==> config.mk <==
export PLATFORM = sky130hd
export DESIGN_NAME = alu_rr_scheduler
export DESIGN_NICKNAME = d
export VERILOG_FILES = /design/src/rtl/alu_rr_scheduler.sv
export SDC_FILE = /design/constraint.sdc
export NUM_CORES = 1
export LEC_CHECK = 0
export CAP_MARGIN = 20
export CORE_MARGIN = 10
export CORE_UTILIZATION = 39
export CTS_CLUSTER_DIAMETER = 40
export CTS_CLUSTER_SIZE = 40
export DETAILED_ROUTE_END_ITERATION = 12
export PLACE_DENSITY = 0.78
export SYNTH_ARGS = -nofsm -noshare
export SYNTH_HDL_FRONTEND = slang
export SYNTH_SLANG_ARGS = --single-unit
==> constraint.sdc <==
create_clock -name clk -period 1.5 [get_ports clk]
set_input_delay 0.3 -clock clk [delete_from_list [all_inputs] [get_ports clk]]
set_output_delay 0.3 -clock clk [all_outputs]
set_load 0.01 [all_outputs]
==> src/rtl/alu_rr_scheduler.sv <==
// alu_rr_scheduler
//   Shares one external 4-bit combinational ALU between two requesters.
//   Arbitration is round-robin, and only one operation is in flight at a time.
//   Each response is registered and tagged with the ID of the requester that issued it.
//
// Ports
//   clk, rst_n                  clock, asynchronous active-low reset
//   reqN_valid/ready/op/a/b     requester N (N = 0, 1) handshake and payload
//   alu_sel/alu_a/alu_b         registered operands driven to the ALU
//   alu_y/alu_carry             ALU result, captured at the end of EXEC
//   rsp_valid/ready/id/y/carry  response handshake and payload
//   busy                        high whenever the FSM is not in IDLE
//
// State | Meaning
// ------+----------------------------------------------------------------
// IDLE  | waiting for a request; readies may assert, and a grant happens here
// EXEC  | ALU settles on the latched operands; its result is captured at the edge
// RESP  | response presented; held until rsp_ready

module alu_rr_scheduler #(
  parameter int DW  = 4,
  parameter int OPW = 3
) (
  input  logic           clk,
  input  logic           rst_n,
  input  logic           req0_valid,
  output logic           req0_ready,
  input  logic [OPW-1:0] req0_op,
  input  logic [DW-1:0]  req0_a,
  input  logic [DW-1:0]  req0_b,
  input  logic           req1_valid,
  output logic           req1_ready,
  input  logic [OPW-1:0] req1_op,
  input  logic [DW-1:0]  req1_a,
  input  logic [DW-1:0]  req1_b,
  output logic [OPW-1:0] alu_sel,
  output logic [DW-1:0]  alu_a,
  output logic [DW-1:0]  alu_b,
  input  logic [DW-1:0]  alu_y,
  input  logic           alu_carry,
  output logic           rsp_valid,
  input  logic           rsp_ready,
  output logic           rsp_id,
  output logic [DW-1:0]  rsp_y,
  output logic           rsp_carry,
  output logic           busy
);

  typedef enum logic [1:0] {
    IDLE = 2'd0,
    EXEC = 2'd1,
    RESP = 2'd2
  } state_e;

  state_e         state_q;
  logic           prio_q;
  logic [OPW-1:0] alu_sel_q;
  logic [DW-1:0]  alu_a_q;
  logic [DW-1:0]  alu_b_q;
  logic           rsp_valid_q;
  logic           rsp_id_q;
  logic [DW-1:0]  rsp_y_q;
  logic           rsp_carry_q;
  logic           busy_q;

  logic           idle;
  logic           any_valid;
  logic           gnt;

  assign idle      = (state_q == IDLE);
  assign any_valid = req0_valid | req1_valid;
  // When both requesters are valid, the priority bit decides the grant.
  // Otherwise the only valid requester wins. gnt has no effect when neither is valid.
  assign gnt       = (req0_valid & req1_valid) ? prio_q : req1_valid;

  assign req0_ready = idle & req0_valid & ~gnt;
  assign req1_ready = idle & req1_valid & gnt;

  always_ff @(posedge clk or negedge rst_n) begin
    if (!rst_n) begin
      state_q     <= IDLE;
      prio_q      <= 1'b0;
      alu_sel_q   <= '0;
      alu_a_q     <= '0;
      alu_b_q     <= '0;
      rsp_valid_q <= 1'b0;
      rsp_id_q    <= 1'b0;
      rsp_y_q     <= '0;
      rsp_carry_q <= 1'b0;
      busy_q      <= 1'b0;
    end else begin
      unique case (state_q)
        IDLE: begin
          if (any_valid) begin
            alu_sel_q <= gnt ? req1_op : req0_op;
            alu_a_q   <= gnt ? req1_a  : req0_a;
            alu_b_q   <= gnt ? req1_b  : req0_b;
            rsp_id_q  <= gnt;
            prio_q    <= ~gnt;
            busy_q    <= 1'b1;
            state_q   <= EXEC;
          end
        end
        EXEC: begin
          rsp_y_q     <= alu_y;
          rsp_carry_q <= alu_carry;
          rsp_valid_q <= 1'b1;
          state_q     <= RESP;
        end
        RESP: begin
          if (rsp_ready) begin
            rsp_valid_q <= 1'b0;
            busy_q      <= 1'b0;
            state_q     <= IDLE;
          end
        end
        default: begin
          rsp_valid_q <= 1'b0;
          busy_q      <= 1'b0;
          state_q     <= IDLE;
        end
      endcase
    end
  end

  // The ALU operands are left unchanged after completion. The ALU simply sits on the last operation.
  assign alu_sel   = alu_sel_q;
  assign alu_a     = alu_a_q;
  assign alu_b     = alu_b_q;
  assign rsp_valid = rsp_valid_q;
  assign rsp_id    = rsp_id_q;
  assign rsp_y     = rsp_y_q;
  assign rsp_carry = rsp_carry_q;
  assign busy      = busy_q;

endmodule

# After elaboration in Yosys (flattened, before gate mapping)
# Cells that the tools add are included.
[word_totals]
ff_bits = 22
output_inout_bits = 21
in_bits = 32
elab_cells = 39
[op_classes]
reduce_logical = 5
n_eq_ne = 4
muxes = 11
n_bitwise = 9
[op_table]
columns = ["op", "count"]
rows = [
  ["4-bit two-way mux", 2],
  ["1-bit case mux with 3 select lines", 2],
  ["2-bit case mux with 3 select lines", 1],
  ["2-bit AND reduction", 3],
  ["1-bit bitwise AND", 5],
  ["2-bit two-way mux", 2],
  ["1-bit two-way mux", 3],
  ["3-bit two-way mux", 1],
  ["1-bit NOT", 3],
  ["3-bit AND reduction", 1],
  ["2-bit by 1-bit equality test with 1-bit output, second input constant", 1],
  ["2-bit equality test, second input constant", 1],
  ["2-bit zero test", 1],
  ["2-bit by 1-bit != test with 1-bit output, second input constant", 1],
  ["2-bit != test, second input constant", 1],
  ["1-bit bitwise OR", 1],
]

# Depth between registers and ports, before layout
[logic_depth]
depth_word = 4
depth_mapped = 5
depth_no_buf = 4

# Least setup slack after synthesis
# Ideal clock, no wire load.
[synth_timing]
path_type = "flip-flop to output port"
start = "reg state_q[1]"
end = "out req0_ready"
arrival_time_ns = 1.059
required_time_ns = 1.200
stages_incl_launch_ff = 5
path_slack_ns = 0.141
n_path_buf = 1
path_cell_list = "dfrtp_1 -> nor2_4 -> buf_2 -> nand2_1 -> a21oi_1"
[synth_between]
elab_chain_len = 3
[synth_lines]
columns = ["item", "line", "source"]
rows = [
  ["from (decl)", "55", "state_e state_q;"],
  ["from (signal assigned)", "81", "state_q <= IDLE;"],
  ["from (signal assigned)", "101", "state_q <= EXEC;"],
  ["from (signal assigned)", "108", "state_q <= RESP;"],
  ["2-bit zero test", "70", "assign idle = (state_q == IDLE);"],
  ["1-bit bitwise AND (2 in series)", "76", "assign req0_ready = idle & req0_valid & ~gnt;"],
  ["to (decl)", "27", "output logic req0_ready,"],
]
# Every way passes these cells.

# Worst setup path after layout
[layout_timing]
start = "reg state_q[0]"
end = "out req0_ready"
# Same word-level chain as after synthesis.

==> impl_summary.log <==
INFO  metric timing_worst_slew_pin_value = 0.313 ns
INFO  metric io_buffer_count = 52
INFO  metric setup_total_negative_slack = -0.0486 ns
INFO  metric final_net_count = 191
INFO  metric avgRoutedWirePerCell = 16.7 um
INFO  metric fin_worst_skew = 0.00164 ns
INFO  metric largest_net_degree_at_the_start_of_global_routing = 23
INFO  metric rr_startpoint = state_q[0]
INFO  metric reg2reg_to = rsp_id
INFO  metric cpPeakStageDelay = 0.43 ns
INFO  metric grt_antenna_before_repair = 0
INFO  metric worst_path_dominant_cell_family = flip-flops
INFO  metric rows = 18
INFO  metric area_growth_syn_to_layout = 60.3%
INFO  metric h-tree-depth = 1
INFO  metric mostFrequentLayoutCells = sky130_fd_sc_hd__clkdlybuf4s50_1 (30), sky130_fd_sc_hd__dfrtp_1 (22), sky130_fd_sc_hd__dlygate4sd2_1 (20), sky130_fd_sc_hd__o21ai_0 (12)
INFO  metric count_of_synthesis_stage_warnings_from_yosys = 0
INFO  metric postLayoutSetupSlackWorst = -0.0437 ns
INFO  metric rsz0062_at_grt = true
INFO  metric cts.reportedPaths.clkPinSlew = 0.13 ns
INFO  metric cts.hold.buffers_added = 0
INFO  metric final_period_minus_worst_setup_slack = 1.54 ns
INFO  metric timing_hold_violations_final = 0
INFO  metric vias_per_cell = 5.32
INFO  metric finalPower = 3.03 mW
INFO  metric hpwlAfterDp = 2.41 mm
INFO  metric design.die.area = 0.00526 sq mm
INFO  metric gp_congestion = 0.727
INFO  metric post_synthesis_cell_area = 0.00107 sq mm
INFO  metric max_cap_violation_count = 0
INFO  metric timing.critical_path.buf_inv = 1
INFO  metric clock_tree.buffer_depth = 2
INFO  metric finalMaxSlewViolations = 0
INFO  metric failed_checks = setup timing
INFO  metric layout.filler_cells = 220
INFO  metric placeableCoreArea = 0.00254 sq mm
INFO  metric area.sequential = 551 sq um
INFO  metric postSynthCellCount = 98
INFO  metric post_route_cells_drive_above_1_share = 23.4%
INFO  metric finalCritPeriodShare = 103%
INFO  metric r2r.worst_path.cells = 6
INFO  metric run_status = complete, but fails checks
INFO  metric grt_pass1_wl = 5.18 mm
INFO  metric clkLatencyLatePin = 0.30 ns
INFO  metric first_global_vias = 1114
INFO  metric ant_nets = 0
INFO  metric dieWidth = 72.5 um
INFO  metric ff2ff_setup_slack = 0.10 ns
INFO  metric drtIter0Drc = 30
INFO  metric pleak = 0.726 nW
INFO  metric clock.fmax = 0.648 GHz
INFO  metric cts_sinks = 22
INFO  metric synth.net_count = 130
INFO  metric power-per-cell-area = 1760 mW/mm^2
INFO  metric ys_seq_elements = 22
INFO  metric cts_made_buffers = 3
INFO  metric ys_seq_area_share = 51.2%
INFO  metric clockRootBuffer = sky130_fd_sc_hd__clkbuf_4
INFO  metric boundaryPins = 53
INFO  metric diodes = 0
INFO  metric overflow = 0
INFO  metric vdd_ir_drop_max = 1.30 mV
INFO  metric worst-path-max-fanout = 3
INFO  metric worst-endpoint-arrival = 1.24 ns
INFO  metric setup_violations = 2
INFO  metric worst-setup-path-type = flip-flop to primary output
INFO  metric ys_types = 23
INFO  metric critPathCaptureType = primary output
INFO  metric grt_util_overall = 12.1%
INFO  metric crit_slowest_cell = sky130_fd_sc_hd__dfrtp_1
INFO  metric detailroute.via_count = 1001
INFO  metric critical_path_required = 1.20 ns
INFO  metric drt-total-wl = 3.13 mm
INFO  metric avgSynthCellArea = 11.0 sq um
INFO  metric route.detailed.drc = 0
INFO  metric clock_tree_from_tritoncts = done
INFO  metric crit_path_cell_trace = nor2_4 -> nand2_2 -> a21oi_2 -> buf_2
INFO  metric floorplan.initialDensity = 42.2%
INFO  metric relSlewSlack = 79.1%
INFO  metric multiInputGateArea = 492 sq um
INFO  metric hp-class = input port to asynchronous set/reset pin
INFO  metric detailedRoute.firstPassIterationCount = 4
INFO  metric layout_commonest_cell = sky130_fd_sc_hd__clkdlybuf4s50_1
INFO  metric die_h = 72.5 um
INFO  metric critPathLaunchType = flip-flop
-- through the flow --
stage / utilization, % / hold WS (ns) / setup slack [ns] / instances / area, sq um
floorplan: - / 0.00441 / 0.141 / 98 / 1070
global placement: 65.3 / 0.462 / -0.423 / 181 / 1660
detailed placement: 65.3 / 0.475 / -0.476 / 181 / 1660
CTS: 67.1 / 0.332 / -0.0331 / 188 / 1710
global route: 67.7 / 0.327 / -0.119 / 188 / 1720
finish: 67.7 / 0.322 / -0.0437 / 188 / 1720
-- power breakdown --
part | switching [mW] | internal (mW)
clock network | 0.185 | 0.148
registers | 0.163 | 0.894
logic | 0.806 | 0.837
total | 1.15 | 1.88
-- final cells by class --
cell class | count | area share (%)
flip-flops and latches | 22 | 32.0
repair buffers | 64 | 34.5
multi-input cells | 66 | 28.5
well taps | 30 | 2.18
inverters | 2 | 0.726
clock buffers | 4 | 2.11
-- what timing repair did --
action / 4_1_cts / 5_1_grt
endpoints found under the setup margin: 21 / 14
gates resized for setup: 33 / 5
pin swaps: 1 / 1
buffers inserted: 3 / 1
-- per-layer routing --
metal,global-route usage [%],vias to the layer above,wire length (um)
met3,7.07,2,405
li1,-,476,-
met4,3.16,0,9
met2,20.1,44,1440
met5,0,-,0
met1,12.7,479,1280
-- cells by family (layout without fill, tap and decap cells) --
| family | count (synthesis) | in the layout | share of synthesized area, % |
|---|---|---|---|
| compound gates | 41 | 41 | 26.7 |
| flops | 22 | 22 | 51.2 |
| simple gates | 20 | 20 | 11.4 |
| buf+inv | 10 | 70 | 5.47 |
| mux | 5 | 5 | 5.24 |
-- state kept, by name (all words and copies together) (netlist names) --
signal and count:
alu_a 4, alu_b 4, rsp_y 4, alu_sel 3, state_q 2, busy 1, prio_q 1, rsp_carry 1
rsp_id 1, rsp_valid 1
-- how the worst max path moves through the flow --
stage | from | to | slack [ns] | depth (start not counted)
detailed placement | req0_valid | req0_ready | -0.48 | 4
global route | state_q[0] | req0_ready | -0.12 | 4
floorplan | state_q[1] | req0_ready | 0.14 | 4
CTS | state_q[0] | req0_ready | -0.03 | 4
global placement | req0_valid | req0_ready | -0.42 | 4
finish | state_q[0] | req0_ready | -0.04 | 4
-- synthesized netlist by cell type --
cell type                  instances  area, sq um
sky130_fd_sc_hd__o21ai_0          12         60.1
sky130_fd_sc_hd__buf_2             5         25.0
sky130_fd_sc_hd__nor2_1            1         3.75
sky130_fd_sc_hd__nand3_1          11         55.1
sky130_fd_sc_hd__a21oi_1          13         65.1
sky130_fd_sc_hd__and3_1            1         6.26
sky130_fd_sc_hd__nor2b_1           1         6.26
sky130_fd_sc_hd__buf_6             2         22.5
sky130_fd_sc_hd__and2b_1           1         7.51
sky130_fd_sc_hd__a31oi_1           3         18.8
sky130_fd_sc_hd__inv_2             1         3.75
sky130_fd_sc_hd__mux2_1            5         56.3
sky130_fd_sc_hd__nand2_4           1         11.3
sky130_fd_sc_hd__clkbuf_1          1         3.75
sky130_fd_sc_hd__nor2_4            1         11.3
sky130_fd_sc_hd__or2_4             1         8.76
sky130_fd_sc_hd__a21o_1            2         15.0
sky130_fd_sc_hd__dfrtp_1          22          551
sky130_fd_sc_hd__o21a_1            2         15.0
sky130_fd_sc_hd__inv_1             1         3.75
sky130_fd_sc_hd__a31oi_2           9          113
sky130_fd_sc_hd__nand2_1           1         3.75
sky130_fd_sc_hd__nand2b_2          1         8.76
(Power assumes the default switching activity.)
